===== config.mk =====
export PLATFORM = sky130hd
export DESIGN_NAME = rate_detector_flat
export DESIGN_NICKNAME = d
export VERILOG_FILES = /design/src/rtl/rate_detector_if.sv /design/src/rtl/rate_detector.sv /design/src/flat_wrapper.sv
export SDC_FILE = /design/constraint.sdc
export NUM_CORES = 1
export LEC_CHECK = 0
export BUFFER_PORTS_ARGS = -buffer_cell sky130_fd_sc_hd__buf_4
export CAP_MARGIN = 20
export CELL_PAD_IN_SITES_DETAIL_PLACEMENT = 2
export CELL_PAD_IN_SITES_GLOBAL_PLACEMENT = 2
export CORE_MARGIN = 2
export CORE_UTILIZATION = 30
export DETAILED_ROUTE_END_ITERATION = 10
export HOLD_SLACK_MARGIN = 0.15
export PLACE_DENSITY_LB_ADDON = 0.12
export SLEW_MARGIN = 20
export SYNTH_ARGS = -nofsm -noshare
export SYNTH_HDL_FRONTEND = slang
export SYNTH_SLANG_ARGS = --single-unit

===== constraint.sdc =====
create_clock -name ClockIn -period 3.52 [get_ports ClockIn]
set_input_delay 0.176 -clock ClockIn [delete_from_list [all_inputs] [get_ports ClockIn]]
set_output_delay 0.176 -clock ClockIn [all_outputs]
set_load 0.02 [all_outputs]

===== src/rtl/rate_detector_if.sv =====
`default_nettype none
// ============================================================================
// Module      : rate_detector_if
// Description : Pulse stream and decoded-rate status bundle for rate_detector.
// Revision    : 1.0 - initial release
// ============================================================================

interface rate_detector_if;
    logic       PulseIn;
    logic [1:0] SpeedOut;
    logic       Valid;
    logic       Error;
    logic [3:0] PulseCount;

    // master sources the pulse stream, slave is the detector
    modport master (
        output PulseIn,
        input  SpeedOut,
        input  Valid,
        input  Error,
        input  PulseCount
    );

    modport slave (
        input  PulseIn,
        output SpeedOut,
        output Valid,
        output Error,
        output PulseCount
    );
endinterface

`default_nettype wire


===== src/rtl/rate_detector.sv =====
`default_nettype none
// ============================================================================
// Module      : rate_detector
// Description : Measures the spacing of PulseIn and locks onto one of four
//               exact legal rates after two matching periods.
// Revision    : 1.0 - initial release
// ============================================================================

module rate_detector #(
    parameter int CLOCK_FREQUENCY = 500
) (
    input wire             ClockIn,
    input wire             Reset,
    rate_detector_if.slave bus
);

    localparam int c_CW = $clog2(4 * CLOCK_FREQUENCY) + 1;

    localparam logic [c_CW-1:0] c_ONE  = c_CW'(1);
    localparam logic [c_CW-1:0] c_PCF1 = c_CW'(CLOCK_FREQUENCY);
    localparam logic [c_CW-1:0] c_PCF2 = c_CW'(2 * CLOCK_FREQUENCY);
    localparam logic [c_CW-1:0] c_PCF4 = c_CW'(4 * CLOCK_FREQUENCY);
    localparam logic [c_CW-1:0] c_SAT  = c_CW'(4 * CLOCK_FREQUENCY + 1);

    localparam logic [1:0] c_IDLE    = 2'd0;
    localparam logic [1:0] c_MEASURE = 2'd1;
    localparam logic [1:0] c_CONFIRM = 2'd2;
    localparam logic [1:0] c_LOCKED  = 2'd3;

    logic [1:0]      r_state;
    logic [c_CW-1:0] r_cnt;
    logic [1:0]      r_cand;
    logic [1:0]      r_speed;
    logic            r_valid;
    logic            r_err;
    logic [3:0]      r_pcnt;

    logic [1:0]      w_state_nx;
    logic [c_CW-1:0] w_cnt_nx;
    logic [1:0]      w_cand_nx;
    logic [1:0]      w_speed_nx;
    logic            w_valid_nx;
    logic            w_err_nx;
    logic [3:0]      w_pcnt_nx;
    logic            w_legal;
    logic [1:0]      w_code;
    logic            w_timeout;

    // r_cnt holds the current period; a saturated count never matches a legal rate
    always_comb begin
        w_legal = 1'b1;
        w_code  = 2'b00;
        if (r_cnt == c_ONE) begin
            w_code = 2'b00;
        end else if (r_cnt == c_PCF1) begin
            w_code = 2'b01;
        end else if (r_cnt == c_PCF2) begin
            w_code = 2'b10;
        end else if (r_cnt == c_PCF4) begin
            w_code = 2'b11;
        end else begin
            w_legal = 1'b0;
        end
    end

    assign w_timeout = !bus.PulseIn && (r_cnt == c_SAT);

    always_comb begin
        if (bus.PulseIn) begin
            w_cnt_nx = c_ONE;
        end else if (r_cnt == c_SAT) begin
            w_cnt_nx = r_cnt;
        end else begin
            w_cnt_nx = r_cnt + c_ONE;
        end
    end

    always_comb begin
        w_state_nx = r_state;
        w_cand_nx  = r_cand;
        w_speed_nx = r_speed;
        w_valid_nx = r_valid;
        w_err_nx   = 1'b0;
        w_pcnt_nx  = r_pcnt;

        case (r_state)
            c_IDLE: begin
                if (bus.PulseIn) begin
                    w_state_nx = c_MEASURE;
                end
            end

            c_MEASURE: begin
                if (bus.PulseIn) begin
                    if (w_legal) begin
                        w_cand_nx  = w_code;
                        w_state_nx = c_CONFIRM;
                    end else begin
                        w_err_nx = 1'b1;
                    end
                end else if (w_timeout) begin
                    w_state_nx = c_IDLE;
                end
            end

            c_CONFIRM: begin
                if (bus.PulseIn) begin
                    if (!w_legal) begin
                        w_err_nx   = 1'b1;
                        w_state_nx = c_MEASURE;
                    end else if (w_code == r_cand) begin
                        w_state_nx = c_LOCKED;
                        w_valid_nx = 1'b1;
                        w_speed_nx = w_code;
                        w_pcnt_nx  = 4'd0;
                    end else begin
                        w_cand_nx = w_code;
                    end
                end else if (w_timeout) begin
                    w_state_nx = c_IDLE;
                end
            end

            c_LOCKED: begin
                if (bus.PulseIn) begin
                    if (w_legal && (w_code == r_speed)) begin
                        w_pcnt_nx = r_pcnt + 4'd1;
                    end else begin
                        w_err_nx   = 1'b1;
                        w_valid_nx = 1'b0;
                        w_state_nx = c_MEASURE;
                    end
                end else if (w_timeout) begin
                    w_err_nx   = 1'b1;
                    w_valid_nx = 1'b0;
                    w_state_nx = c_IDLE;
                end
            end

            default: begin
                w_state_nx = c_IDLE;
                w_valid_nx = 1'b0;
            end
        endcase
    end

    always_ff @(posedge ClockIn or negedge Reset) begin
        if (!Reset) begin
            r_state <= c_IDLE;
            r_cnt   <= '0;
            r_cand  <= 2'b00;
            r_speed <= 2'b00;
            r_valid <= 1'b0;
            r_err   <= 1'b0;
            r_pcnt  <= 4'd0;
        end else begin
            r_state <= w_state_nx;
            r_cnt   <= w_cnt_nx;
            r_cand  <= w_cand_nx;
            r_speed <= w_speed_nx;
            r_valid <= w_valid_nx;
            r_err   <= w_err_nx;
            r_pcnt  <= w_pcnt_nx;
        end
    end

    assign bus.SpeedOut   = r_speed;
    assign bus.Valid      = r_valid;
    assign bus.Error      = r_err;
    assign bus.PulseCount = r_pcnt;

endmodule

`default_nettype wire


===== src/flat_wrapper.sv =====
// flat-port wrapper written by rule: the top's interface ports become plain ports
module rate_detector_flat 
#(
    parameter int CLOCK_FREQUENCY = 500
)
  (ClockIn, Reset, bus_PulseIn, bus_SpeedOut, bus_Valid, bus_Error, bus_PulseCount);
  rate_detector_if bus_i ();
  input wire ClockIn;
  input wire Reset;
  input wire logic [$bits(bus_i.PulseIn)-1:0] bus_PulseIn;
  output wire logic [$bits(bus_i.SpeedOut)-1:0] bus_SpeedOut;
  output wire logic [$bits(bus_i.Valid)-1:0] bus_Valid;
  output wire logic [$bits(bus_i.Error)-1:0] bus_Error;
  output wire logic [$bits(bus_i.PulseCount)-1:0] bus_PulseCount;
  assign bus_i.PulseIn = bus_PulseIn;
  assign bus_SpeedOut = bus_i.SpeedOut;
  assign bus_Valid = bus_i.Valid;
  assign bus_Error = bus_i.Error;
  assign bus_PulseCount = bus_i.PulseCount;
  rate_detector #(.CLOCK_FREQUENCY(CLOCK_FREQUENCY)) u_core (.ClockIn(ClockIn), .Reset(Reset), .bus(bus_i));
endmodule

# Yosys cells after proc, flatten, opt, wreduce, memory -nomap -nowiden
# Cells that the tools add are included.
# classes
n_addsub	2
n_eq_ne	24
n_mux	45
n_reduce_logical	12
# op_table
operator	count
2-to-1 mux 2 bit	18
== test 12 x 11 -> 1 bit, second input constant	2
2-to-1 mux 12 bit	2
2-to-1 mux 4 bit	5
AND reduction 6 bit	3
2-to-1 mux 1 bit	15
adder 12 x 1 -> 12 bit, second input constant	1
== test 12 x 1 -> 1 bit, second input constant	1
== test 12 x 10 -> 1 bit, second input constant	1
== test 12 x 9 -> 1 bit, second input constant	1
!= test 2 bit, second input constant	6
!= test 2 x 1 -> 1 bit, second input constant	4
case mux 2 bit (4 select lines)	1
case mux 4 bit (2 select lines)	1
AND reduction 4 bit	2
!= test 3 x 2 -> 1 bit, second input constant	2
adder 4 x 1 -> 4 bit, second input constant	1
== test 2 bit	2
== test 2 bit, second input constant	2
!= test 4 bit, second input constant	1
case mux 1 bit (2 select lines)	2
case mux 2 bit (2 select lines)	1
nonzero test 2 bit	2
!= test 3 bit, second input constant	1
5 further kinds	6
# totals
ff_bits	24
out_inout_bits	8
wordCells	90

# Logic depth before layout (Yosys ltp)
# depth
ltp_word	10
mapped_depth	9

# Worst setup path before layout
# No wires, ideal clock.
# synth_timing
kind	reg-to-reg
startpoint	reg u_core.r_cnt[0]
endpoint	reg u_core.r_state[1]
setup_ns	0.128
t_arrival_ns	2.356
path_slack_ns	1.037
path_stages_with_launch	10
cell_sequence	dfrtp_1 inv_1 ha_1 nor4bb_1 nand4_1 and3b_1 o22ai_2 o221ai_1 nor2_1 mux2_1
# synth_between
elab_chain_cells	9
word_cells_on_any_way	27
classes_between	eq/ne: 10; mux: 14; reduce/logical: 3
# synth_rtl
element	line_no	text
start, declared	rate_detector.sv:31	logic [c_CW-1:0] r_cnt;
start signal, assigned	rate_detector.sv:158	r_cnt <= w_cnt_nx;
== test 12 x 11 -> 1 bit	rate_detector.sv:59	end else if (r_cnt == c_PCF4) begin
2-to-1 mux 2 bit	rate_detector.sv:59	
2-to-1 mux 2 bit	rate_detector.sv:57	end else if (r_cnt == c_PCF2) begin
2-to-1 mux 2 bit	rate_detector.sv:55	end else if (r_cnt == c_PCF1) begin
2-to-1 mux 2 bit	rate_detector.sv:53	if (r_cnt == c_ONE) begin
== test 2 bit	rate_detector.sv:126	if (w_legal && (w_code == r_speed)) begin
logical AND 1 bit	rate_detector.sv:126	
!= test 3 bit (no source line)	-	
AND reduction 4 bit (no source line)	-	
end signal, assigned	rate_detector.sv:149	r_state <= c_IDLE;
end signal, assigned	rate_detector.sv:157	r_state <= w_state_nx;
end, declared	rate_detector.sv:30	logic [1:0] r_state;
# Several ways; a longest one is shown, not always the timed one.
# A chain may end at the register's enable or synchronous reset.

# Worst setup path in the final report
# Ends and elaborated chain as after synthesis.

==> key figures <==
Outcome
  – Result of the run: complete, no violations

Die
  – Floorplan row count: 26
  – Area of the die: 6060 sq um
  – IO Pins: 11
  – Core area: 5170 sq um
  – Die Height: 77.9 microns
  – Initial standard-cell utilization of the core: 31.6%
  – Horizontal die dimension: 77.9 microns

Yosys
  – Number of instances in the synthesized netlist: 182
  – Post-synth ARST share: 100%
  – Sequential-to-total area share from yosys stat: 36.7%
  – Area contributors post-synth: sky130_fd_sc_hd__dfrtp_1 (37%), sky130_fd_sc_hd__ha_1 (6.9%), sky130_fd_sc_hd__nor2_1 (5.0%)
  – Post-synthesis cell area: 1640 sq um
  – Number of enable flip-flop cells after synthesis: 0
  – Warnings from Yosys: 0
  – Total of flip-flops plus latches after synthesis: 24
  – Main flop type after synthesis: sky130_fd_sc_hd__dfrtp_1
  – Distinct cell type count after synthesis: 51
  – Top cell type by total area after synthesis: sky130_fd_sc_hd__dfrtp_1
  – Share of the synthesized area in the top cell type: 36.7%
  – Avg Inst Size Synth: 8.99 sq um
  – Net count after synthesis: 194

GRT
  – Antenna violations before repair: 0
  – All-layer global routing usage: 16.0%
  – First-pass GRT wire length: 7870 microns
  – Vias in the first global route: 1543
  – Largest net degree at the start of global routing: 25
  – Sum of overflow across all layers after global routing: 0

Detailed routing
  – Number of routed nets with antenna violations: 0
  – Drt initial violations: 57
  – Total wire length: 4330 microns
  – Total via count after detailed routing: 1394
  – Drt via density: 5.36
  – Routed WL per cell: 16.6 microns
  – DRC violations left: 0
  – Iteration count of the initial detailed-routing pass: 4

STA
  – Worst Slack Setup Final: 0.499 ns
  – Worst-case headroom to the max-slew limit: 67.9%
  – Final period utilization: 85.8%
  – RSZ-0062 raised after global routing: no
  – Total setup violations reported at the end of the flow: 0
  – TNS Setup: 0 ns
  – Final Hold Fails: 0
  – Pins Over Slew Limit: 0
  – Skew final: 0.00194 ns
  – Final critical path time including I/O delays and setup: 3.02 ns
  – Highest attainable clock frequency: 331 MHz
  – Worst slew pin tran: 0.482 ns

CTS
  – Reg clk slew, reported paths: 0.09 ns
  – Number of buffers on the longest clock path: 2
  – TritonCTS Sinks: 24
  – TritonCTS clock tree: yes
  – Number of buffers created by CTS: 3
  – Clk Tree Root Cell: sky130_fd_sc_hd__clkbuf_8
  – Clock insertion delay at the later pin of the skew report: 0.26 ns
  – Depth of the CTS H-tree: 1
  – Number of gates resized after CTS: 0

Run
  – Max_cap viols: 0

Setup path
  – Data arrival, critical path: 3.18 ns
  – Largest stage delay on the critical path: 0.43 ns
  – Chain of cells forming the critical path: inv_1, ha_1, nor4bb_1, nand4_1, and3b_1, o22ai_2, o221ai_1, nor2_1, mux2_1
  – Critical setup path kind: reg2reg
  – Critical Path Source Type: flop
  – Critical-path cell with the highest stage delay: sky130_fd_sc_hd__dfrtp_1
  – Worst path required time: 3.68 ns
  – Biggest fanout along the worst timing path: 10
  – Kind of end point of the critical path: flop

Place
  – Placement-stage worst setup slack: 0.542 ns
  – Port Buffers: 10
  – Number of placed instances, taps included: 256
  – Global placer's final weighted congestion: 0.778
  – Half-perimeter wire length after detailed placement: 3240 microns

Layout
  – Area of combinational cells with multiple inputs: 963 sq um
  – Total of fill cells in the finished design: 585
  – Antenna cells: 0
  – Final-stage net count: 204
  – Register area: 601 sq um
  – Signed area change from the synthesized netlist to the final layout: 10.9%
  – Final Instance Count excl. Fillers: 260
  – Share of layout cells above drive strength 1: 11.1%

Power
  – Final Total Pwr: 840 uW
  – Max rail drop VDD: 0.000178 V
  – Power per standard cell area: 463 nW/um^2
  – Reported leakage power: 0.000781 uW

Worst hold path
  – Min-delay worst type: in2reg
-- critical path: cells and delay by family, from the launching register on --
family	cells	cell delay [ns]
multiplexers	1	0.34
AO/OA/AOI/OAI	2	0.62
flip-flops	1	0.43
adder cells (fa/ha/maj)	1	0.23
buffers and inverters	1	0.13
AND/OR/NAND/NOR	4	1.16
-- repair_timing --
| action | CTS | global route |
|---|---|---|
| endpoints found under the setup margin | 0 | 0 |
| hold buffers | 1 | 0 |
| endpoints found under the hold margin | 24 | 0 |
| setup buffers | 0 | 0 |
-- stage by stage --
step / instance area [sq um] / util, % / hold WS (ns)
2_1_floorplan: 1640 / - / -0.120
5_1_grt: 1820 / 35.1 / 0.273
4_1_cts: 1820 / 35.1 / 0.252
3_5_place_dp: 1760 / 34.1 / 0.109
6_report: 1820 / 35.1 / 0.264
3_3_place_gp: 1760 / 34.1 / 0.104
-- metal layers --
| layer | vias up | track usage (%) | part of all wire [%] |
|---|---|---|---|
| li1 | 676 | - | - |
| met1 | 700 | 22.5 | 51 |
| met2 | 13 | 25.9 | 46 |
| met3 | 5 | 1.86 | 1.7 |
| met4 | 0 | 4.29 | 1.1 |
| met5 | - | 0 | 0 |
-- layout by cell type, fill, tap and decap left out, types with 2 or more instances in the layout --
cell type	n
sky130_fd_sc_hd__xor2_1	6
sky130_fd_sc_hd__o31ai_1	3
sky130_fd_sc_hd__xnor2_1	3
sky130_fd_sc_hd__nor2_1	22
sky130_fd_sc_hd__or3_1	4
sky130_fd_sc_hd__and3b_1	2
sky130_fd_sc_hd__o21ai_0	9
sky130_fd_sc_hd__nor3_1	3
sky130_fd_sc_hd__nor4b_1	2
sky130_fd_sc_hd__a21oi_1	13
sky130_fd_sc_hd__dfrtp_1	24
sky130_fd_sc_hd__mux2_1	2
sky130_fd_sc_hd__nand4_1	7
sky130_fd_sc_hd__ha_1	9
sky130_fd_sc_hd__nand2_1	12
sky130_fd_sc_hd__and4bb_1	2
sky130_fd_sc_hd__clkbuf_8	3
sky130_fd_sc_hd__buf_4	10
sky130_fd_sc_hd__mux2i_1	3
sky130_fd_sc_hd__inv_1	10
sky130_fd_sc_hd__and3_1	3
sky130_fd_sc_hd__a21boi_0	2
sky130_fd_sc_hd__nand3_1	8
sky130_fd_sc_hd__nand2b_1	2
-- power breakdown --
part	internal (uW)	switching [uW]
logic	128	196
registers	312	38.7
clock network	76.6	89.0
-- sequential cells by signal, indices dropped and copies added (netlist names) --
register               flops
u_core.bus.SpeedOut        2
u_core.bus.PulseCount      4
u_core.r_state             2
u_core.r_cand              2
u_core.r_cnt              12
u_core.bus.Error           1
u_core.bus.Valid           1
-- layout make-up --
type	count	area share, %
clock buffer	3	2.27
sequential	24	33.1
timing repair buffer	11	4.69
tap	70	4.82
inverter	10	2.07
multi-input combinational	142	53.1
-- cells in the mapped netlist (2+ instances only) --
| cell type | n |
|---|---|
| sky130_fd_sc_hd__xor2_1 | 6 |
| sky130_fd_sc_hd__nand4_1 | 7 |
| sky130_fd_sc_hd__and3b_1 | 2 |
| sky130_fd_sc_hd__inv_1 | 10 |
| sky130_fd_sc_hd__nor2_1 | 22 |
| sky130_fd_sc_hd__nand2b_1 | 2 |
| sky130_fd_sc_hd__mux2i_1 | 3 |
| sky130_fd_sc_hd__nor4b_1 | 2 |
| sky130_fd_sc_hd__and4bb_1 | 2 |
| sky130_fd_sc_hd__xnor2_1 | 3 |
| sky130_fd_sc_hd__nand2_1 | 12 |
| sky130_fd_sc_hd__dfrtp_1 | 24 |
| sky130_fd_sc_hd__and3_1 | 3 |
| sky130_fd_sc_hd__ha_1 | 9 |
| sky130_fd_sc_hd__mux2_1 | 2 |
| sky130_fd_sc_hd__a21boi_0 | 2 |
| sky130_fd_sc_hd__or3_1 | 4 |
| sky130_fd_sc_hd__nor3_1 | 3 |
| sky130_fd_sc_hd__nand3_1 | 8 |
| sky130_fd_sc_hd__o31ai_1 | 3 |
| sky130_fd_sc_hd__a21oi_1 | 13 |
| sky130_fd_sc_hd__clkbuf_1 | 3 |
| sky130_fd_sc_hd__o21ai_0 | 9 |
-- worst paths after layout --
check | startpoint | end | slack (ns) | cells after the start
worst max-delay path | u_core.r_cnt[0] | u_core.r_state[1] | 0.50 | 9
worst min-delay path | bus_PulseIn | u_core.r_cnt[2] | 0.26 | 2
worst max register to register | u_core.r_cnt[0] | u_core.r_state[1] | 0.50 | 9
worst min register to register | u_core.bus.Valid | u_core.bus.Valid | 0.55 | 2
max in group asynchronous | Reset | u_core.bus.SpeedOut[0] | 2.92 | 2
min in group asynchronous | Reset | u_core.r_cnt[5] | 0.35 | 2
-- cells by family (layout without fill, tap and decap cells) --
group | after synthesis | after routing | share of synthesized area (%)
AO/OA/AOI/OAI | 39 | 39 | 16.6
XOR/XNOR | 9 | 9 | 4.82
adder cells (fa/ha/maj) | 9 | 9 | 6.88
buffers and inverters | 16 | 24 | 4.43
flip-flops | 24 | 24 | 36.7
multiplexers | 5 | 5 | 3.21
AND/OR/NAND/NOR | 80 | 80 | 27.4
(Power assumes the default switching activity.)
